`config.mk`:
```
export PLATFORM = sky130hd
export DESIGN_NAME = trap_ctrl
export DESIGN_NICKNAME = d
export VERILOG_FILES = /design/src/rtl/trap_ctrl.sv
export SDC_FILE = /design/constraint.sdc
export NUM_CORES = 1
export LEC_CHECK = 0
export ABC_AREA = 1
export BUFFER_PORTS_ARGS = -buffer_cell sky130_fd_sc_hd__buf_2
export CELL_PAD_IN_SITES_DETAIL_PLACEMENT = 1
export CELL_PAD_IN_SITES_GLOBAL_PLACEMENT = 1
export CORE_MARGIN = 5
export CORE_UTILIZATION = 34
export CTS_CLUSTER_SIZE = 40
export DETAILED_ROUTE_END_ITERATION = 8
export HOLD_SLACK_MARGIN = 0.12
export PLACE_DENSITY_LB_ADDON = 0.1
export SLEW_MARGIN = 25
export SYNTH_ARGS = -nofsm -noshare
export SYNTH_HDL_FRONTEND = slang
export SYNTH_SLANG_ARGS = --single-unit
```
`constraint.sdc`:
```
create_clock -name clk -period 9.8 [get_ports clk]
set_input_delay 0.49 -clock clk [delete_from_list [all_inputs] [get_ports clk]]
set_output_delay 0.49 -clock clk [all_outputs]
set_load 0.005 [all_outputs]
```
`src/rtl/trap_ctrl.sv`:
```
// trap_ctrl: trap sequencer sitting between the pipeline and the machine CSR unit.
// On an exception it owns the CSR port, writes mepc, mcause and mtval in turn, then
// reads mtvec and issues a one-cycle PC redirect. mret reads mepc and redirects.
// While idle, pipeline CSR accesses pass straight through.
// Optional feature macro: TRAP_VECTORED_EN (vectored interrupt targets when mtvec mode is 01).
//
// state   | meaning
// --------+---------------------------------------------------------
// IDLE    | pipeline owns the CSR port; accept exception or mret
// W_EPC   | write faulting PC to mepc
// W_CAUSE | write cause to mcause
// W_TVAL  | write trap value to mtval
// JUMP    | read mtvec, register the trap target
// R_EPC   | read mepc, register the mret target
module trap_ctrl #(
    parameter int unsigned      XLEN        = 32,
    parameter logic [XLEN-1:0]  MTVEC_ADDR  = 32'h305,
    parameter logic [XLEN-1:0]  MEPC_ADDR   = 32'h341,
    parameter logic [XLEN-1:0]  MCAUSE_ADDR = 32'h342,
    parameter logic [XLEN-1:0]  MTVAL_ADDR  = 32'h343
) (
    input  logic            clk,
    input  logic            rst,
    input  logic            exc_valid,
    input  logic [XLEN-1:0] exc_cause,
    input  logic [XLEN-1:0] exc_pc,
    input  logic [XLEN-1:0] exc_tval,
    input  logic            mret_valid,
    input  logic [XLEN-1:0] cpu_csr_addr,
    input  logic [XLEN-1:0] cpu_csr_wdata,
    input  logic            cpu_csr_we,
    output logic [XLEN-1:0] cpu_csr_rdata,
    output logic [XLEN-1:0] csr_address,
    output logic [XLEN-1:0] csr_din,
    output logic            csr_we,
    input  logic [XLEN-1:0] csr_dout,
    output logic            stall,
    output logic            redirect_valid,
    output logic [XLEN-1:0] redirect_pc
);

    typedef enum logic [2:0] {
        IDLE    = 3'd0,
        W_EPC   = 3'd1,
        W_CAUSE = 3'd2,
        W_TVAL  = 3'd3,
        JUMP    = 3'd4,
        R_EPC   = 3'd5
    } state_t;

    state_t          state_q, state_d;
    logic [XLEN-1:0] cause_q, pc_q, tval_q;
    logic            redirect_valid_q, redirect_valid_d;
    logic [XLEN-1:0] redirect_pc_q, redirect_pc_d;
    logic [XLEN-1:0] direct_tgt, jump_tgt;

    assign direct_tgt = {csr_dout[XLEN-1:2], 2'b00};

`ifdef TRAP_VECTORED_EN
    // Vectored target: only interrupts (cause MSB set) with mtvec mode 01 get base + 4*cause.
    always_comb begin
        jump_tgt = direct_tgt;
        if ((csr_dout[1:0] == 2'b01) && cause_q[XLEN-1]) begin
            jump_tgt = direct_tgt + {cause_q[XLEN-3:0], 2'b00};
        end
    end
`else
    assign jump_tgt = direct_tgt;
`endif

    // State and redirect registers; reset aborts any sequence in flight.
    always_ff @(posedge clk or posedge rst) begin
        if (rst) begin
            state_q          <= IDLE;
            redirect_valid_q <= 1'b0;
            redirect_pc_q    <= '0;
        end else begin
            state_q          <= state_d;
            redirect_valid_q <= redirect_valid_d;
            redirect_pc_q    <= redirect_pc_d;
        end
    end

    // Capture the trap payload when an exception is accepted.
    always_ff @(posedge clk or posedge rst) begin
        if (rst) begin
            cause_q <= '0;
            pc_q    <= '0;
            tval_q  <= '0;
        end else if ((state_q == IDLE) && exc_valid) begin
            cause_q <= exc_cause;
            pc_q    <= exc_pc;
            tval_q  <= exc_tval;
        end
    end

    // Next state, CSR port mux and stall.
    always_comb begin
        state_d          = state_q;
        redirect_valid_d = 1'b0;
        redirect_pc_d    = redirect_pc_q;
        csr_address      = '0;
        csr_din          = '0;
        csr_we           = 1'b0;
        cpu_csr_rdata    = '0;
        stall            = 1'b1;
        case (state_q)
            IDLE: begin
                csr_address   = cpu_csr_addr;
                csr_din       = cpu_csr_wdata;
                csr_we        = cpu_csr_we;
                cpu_csr_rdata = csr_dout;
                stall         = 1'b0;
                // Exception has priority; a simultaneous mret is dropped.
                if (exc_valid) begin
                    state_d = W_EPC;
                    stall   = 1'b1;
                end else if (mret_valid) begin
                    state_d = R_EPC;
                    stall   = 1'b1;
                end
            end
            W_EPC: begin
                csr_address = MEPC_ADDR;
                csr_din     = pc_q;
                csr_we      = 1'b1;
                state_d     = W_CAUSE;
            end
            W_CAUSE: begin
                csr_address = MCAUSE_ADDR;
                csr_din     = cause_q;
                csr_we      = 1'b1;
                state_d     = W_TVAL;
            end
            W_TVAL: begin
                csr_address = MTVAL_ADDR;
                csr_din     = tval_q;
                csr_we      = 1'b1;
                state_d     = JUMP;
            end
            JUMP: begin
                csr_address      = MTVEC_ADDR;
                redirect_pc_d    = jump_tgt;
                redirect_valid_d = 1'b1;
                state_d          = IDLE;
            end
            R_EPC: begin
                csr_address      = MEPC_ADDR;
                redirect_pc_d    = direct_tgt;
                redirect_valid_d = 1'b1;
                state_d          = IDLE;
            end
            default: begin
                state_d = IDLE;
            end
        endcase
    end

    assign redirect_valid = redirect_valid_q;
    assign redirect_pc    = redirect_pc_q;

endmodule

```
Word level (Yosys, flattened, before mapping)
Cells that the tools add are included.

Reductions and logical operators: 5. Mux-type cells: 11. Equality and inequality tests: 6.

Operators by type and width (count): $pmux 32 s5 (1); $pmux 32 s4 (1); $mux 32 (1); $pmux 3 s4 (1); $eq 3x2->1 const B (2); $eq 3x3->1 const B (2); $mux 3 (2); $mux 1 (4); $reduce_or 2->1 (2); $eq 3x1->1 const B (1); $logic_not 3->1 (1); $ne 3x3->1 const B (1); $reduce_or 3->1 (1); $pmux 1 s2 (1); $logic_and 1x1->1 (1).

Output and inout bits: 131. Word-level logic and storage cells: 28. Input bits: 197. Register bits: 130.

Longest topological paths before layout
Depth after elaboration: 3. Mapped depth: 8. Mapped depth without buffers: 5.

Worst setup path before layout
No wires, ideal clock.

Path kind: register -> output. Start: register state_q[0]. End: output csr_din[22]. Path buffers: 2. Required time: 9310 ps. Setup slack: 8102 ps. Arrival time: 1208 ps. Stages on the path, launching flop included: 8. Cell sequence: dfrtp_1 -> buf_4 -> nor2_4 -> clkbuf_1 -> nand3_1 -> nand2_1 -> inv_1 -> nand2_1.

Word-level cells in the longest chain between the ends: 2. Elaborated cells on any way between the ends: 5. Those cells by class: eq/ne: 3; mux: 1; reduce/logical: 1.

Ends and longest elaborated chain: start, declared (RTL line 51) `state_t state_q, state_d;`; start signal, assigned (RTL line 78) `state_q <= state_d;`; $eq 3x2->1 (tied with other cells) (RTL line 107) `case (state_q)`; $pmux 32 s4 * (RTL line 107); end, declared (RTL line 34) `output logic [XLEN-1:0] csr_din,`.

Every way passes the cells marked *; elsewhere a longest branch is shown, timed or not.

Final worst setup path
Start: register state_q[0]. End: output csr_address[8].

Word-level cells in the longest chain between the ends: 3. Elaborated cells on any way between the ends: 8. Those cells by class: eq/ne: 5; mux: 1; reduce/logical: 2.

Ends and longest elaborated chain: $eq 3x1->1 / $eq 3x3->1 (equally long branches) (RTL line 107); $reduce_or 2->1 (no line); $pmux 32 s5 * (RTL line 107); end, declared (RTL line 33) `output logic [XLEN-1:0] csr_address,`.

Marked as above.

==> summary.txt <==
Outcome
  – Status: complete, no violations

Yosys
  – Distinct cells, synth: 19
  – Top post-synthesis cells by count: 423 x nand2_1, 131 x inv_1, 130 x dfrtp_1, 68 x nand3_1, 64 x nand4_1
  – Sequential share of the synthesized area: 47.2%
  – Asr flop ratio synth: 100%
  – Yosys warns: 0
  – Cells after synthesis: 992
  – #FFs+latches synth: 130
  – Post-synth EDFFs: 0
  – Area leader, netlist: dfrtp_1
  – Most used DFF post-synth: dfrtp_1
  – Netlist Area Pre-Place: 6890 µm²
  – Area share of the largest cell type after synthesis: 47.2%
  – Synth area leaders: dfrtp_1 47%, nand2_1 23%, inv_1 7.1%, nand4_1 5.8%, nand3_1 4.9%
  – Post-synthesis area per instance: 6.95 µm²
  – Count leader, synth: nand2_1

Critical path
  – Critical path class: reg -> out
  – Crit end category: output pin
  – Crit Reg-Reg Endpoint: tval_q[19]
  – Worst Reg2Reg Path Length in Cells: 7
  – Critical Path, Cell by Cell: buf_4, nor2_4, nand2_2, buf_4, o21ai_0, inv_1, buf_2
  – Slowest CP cell: nor2_4
  – Crit Path Max Fanout: 60
  – R2R setup slack: 6.33 ns
  – Data arrival, critical path: 3.03 ns
  – Worst R2R Start: state_q[0]
  – Startpoint types: register
  – WP data required: 9.31 ns
  – CP bufs+invs: 4
  – Delay-heaviest family, CP: buffers and inverters
  – Most common cell on crit path: buf_4
  – Crit path largest cell delay: 0.79 ns

Drt
  – # DRC: 0
  – Wirelength per Cell: 16.5 µm
  – Antenna viol nets, final: 0
  – Vias per inst: 4.63
  – Initial DRC count: 305
  – Drt total wl: 25700 µm
  – Vias: 7220
  – DR pass1 iterations: 4

Power and ir drop
  – Overall Power: 2.90 mW
  – Power density over cell area: 316 nW/µm²
  – Worst vdd rail ir drop: 0.000176 V
  – Leakage: 5.61 nW

Floorplanning
  – Initial Util: 34.3%
  – Die Ht: 152 µm
  – Core Area: 20100 µm²
  – # IOs: 328
  – Die width: 152 µm
  – Die area: 23200 µm²
  – Floorplan row count: 52

Global routing
  – Largest net degree at the start of global routing: 89
  – Initial antenna violation count: 12
  – Vias in the first global route: 7659
  – GRT Resource Usage Total: 21.8%
  – GRT overflow: 0
  – First-pass GRT wire length: 41100 µm

Placement
  – Global placer's final weighted congestion: 0.823
  – Inst Count DP: 1524
  – Pre-CTS setup slack: 6.30 ns
  – Final HPWL from detailed placement: 18500 µm
  – Port Buf Inserts: 325
  – Post-DP Area: 8590 µm²

CTS
  – Clock Path Buffers: 2
  – TritonCTS Sinks: 130
  – Total CTS buffers: 17
  – Clk slew on worst S/H paths: 0.06 ns
  – Post-CTS setup buffers: 0
  – Clk_lat worst skew: 0.42 ns
  – Post-cts resize count: 0
  – CTS tree: built
  – Cts hold-fix bufs: 0
  – Root Buffer: clkbuf_16
  – H-tree levels: 4

STA
  – Final TNS setup: 0 ns
  – Hold Slack: 0.165 ns
  – Layout Skew: 0.00990 ns
  – # setup viols final: 0
  – Min Tclk post-route: 3.52 ns
  – Worst slew pin tran: 0.938 ns
  – Final Hold Fails: 0
  – Final period util: 35.9%
  – Worst slew margin: 37.2%
  – RSZ-0062 raised after global routing: false
  – Final WS setup: 6.28 ns
  – Slew Limit Fails: 0
  – Maximum clock rate: 0.284 GHz

Final layout
  – Final instance count without filler cells: 1560
  – Final Util: 45.7%
  – Fin area: 9180 µm²
  – Nets: 1470
  – Share of post-route cells with drive strength above 1: 29.1%
  – Layout area overhead: 33.2%

Job
  – Max-cap violations: 0

Min path
  – Hold Crit Class: in -> async
[report_power, final]
group / leakage (nW) / switching (mW) / internal (mW)
Combinational: 3.72 / 0.857 / 0.467
Sequential: 1.61 / 0.159 / 0.793
Clock: 0.275 / 0.247 / 0.380
Total: 5.61 / 1.26 / 1.64
[cell families after synthesis]
kind of cell | Yosys count | synth area share, %
simple gates | 618 | 37.8
flops | 130 | 47.2
buf+inv | 204 | 12.1
other cells | 1 | 0.0544
compound gates | 39 | 2.87
[sequential cells by signal, indices dropped and copies added, names as in the netlist]
signal          count
redirect_pc        30
tval_q             32
cause_q            32
state_q             3
pc_q               32
redirect_valid      1
[area by class of cell]
| cell class | instances | area [µm²] |
|---|---|---|
| tap | 270 | 338 |
| multi-input combinational | 659 | 2810 |
| clock buffer | 19 | 443 |
| timing repair buffer | 332 | 1680 |
| clock inverter | 13 | 136 |
| sequential | 130 | 3260 |
| antenna | 4 | 10.0 |
| inverter | 133 | 507 |
| fill | 2673 | 10900 |
[worst max-delay path by stage]
stage                      to  depth (start not counted)  startpoint
6_report       csr_address[8]                          7  state_q[0]
2_1_floorplan      cause_q[0]                          1         rst
4_1_cts        csr_address[8]                          7  state_q[0]
3_3_place_gp         pc_q[13]                          7  state_q[0]
5_1_grt            tval_q[15]                          7  state_q[0]
3_5_place_dp       tval_q[19]                          7  state_q[0]
[layout by cell type (no fill, tap or decap), types with 7 or more instances in the layout]
cell | netlist | routed
clkbuf_16 | 0 | 17
nor2_1 | 60 | 60
inv_1 | 131 | 129
nand2_1 | 423 | 421
buf_2 | 24 | 325
dfrtp_1 | 130 | 128
nand3_1 | 68 | 68
o21ai_0 | 37 | 37
nand4_1 | 64 | 64
buf_4 | 8 | 7
[routing by layer]
layer  wire length, µm  vias to the layer above  part of all wire, %  GRT usage (%)
met4               460                       14                  1.8           6.64
met5               103                        -                 0.40              0
met2             12000                      219                   46           34.9
li1                  -                     3601                    -              -
met3              2130                       42                  8.3           8.55
met1             11100                     3344                   43           27.2
(Power assumes the default switching activity.)
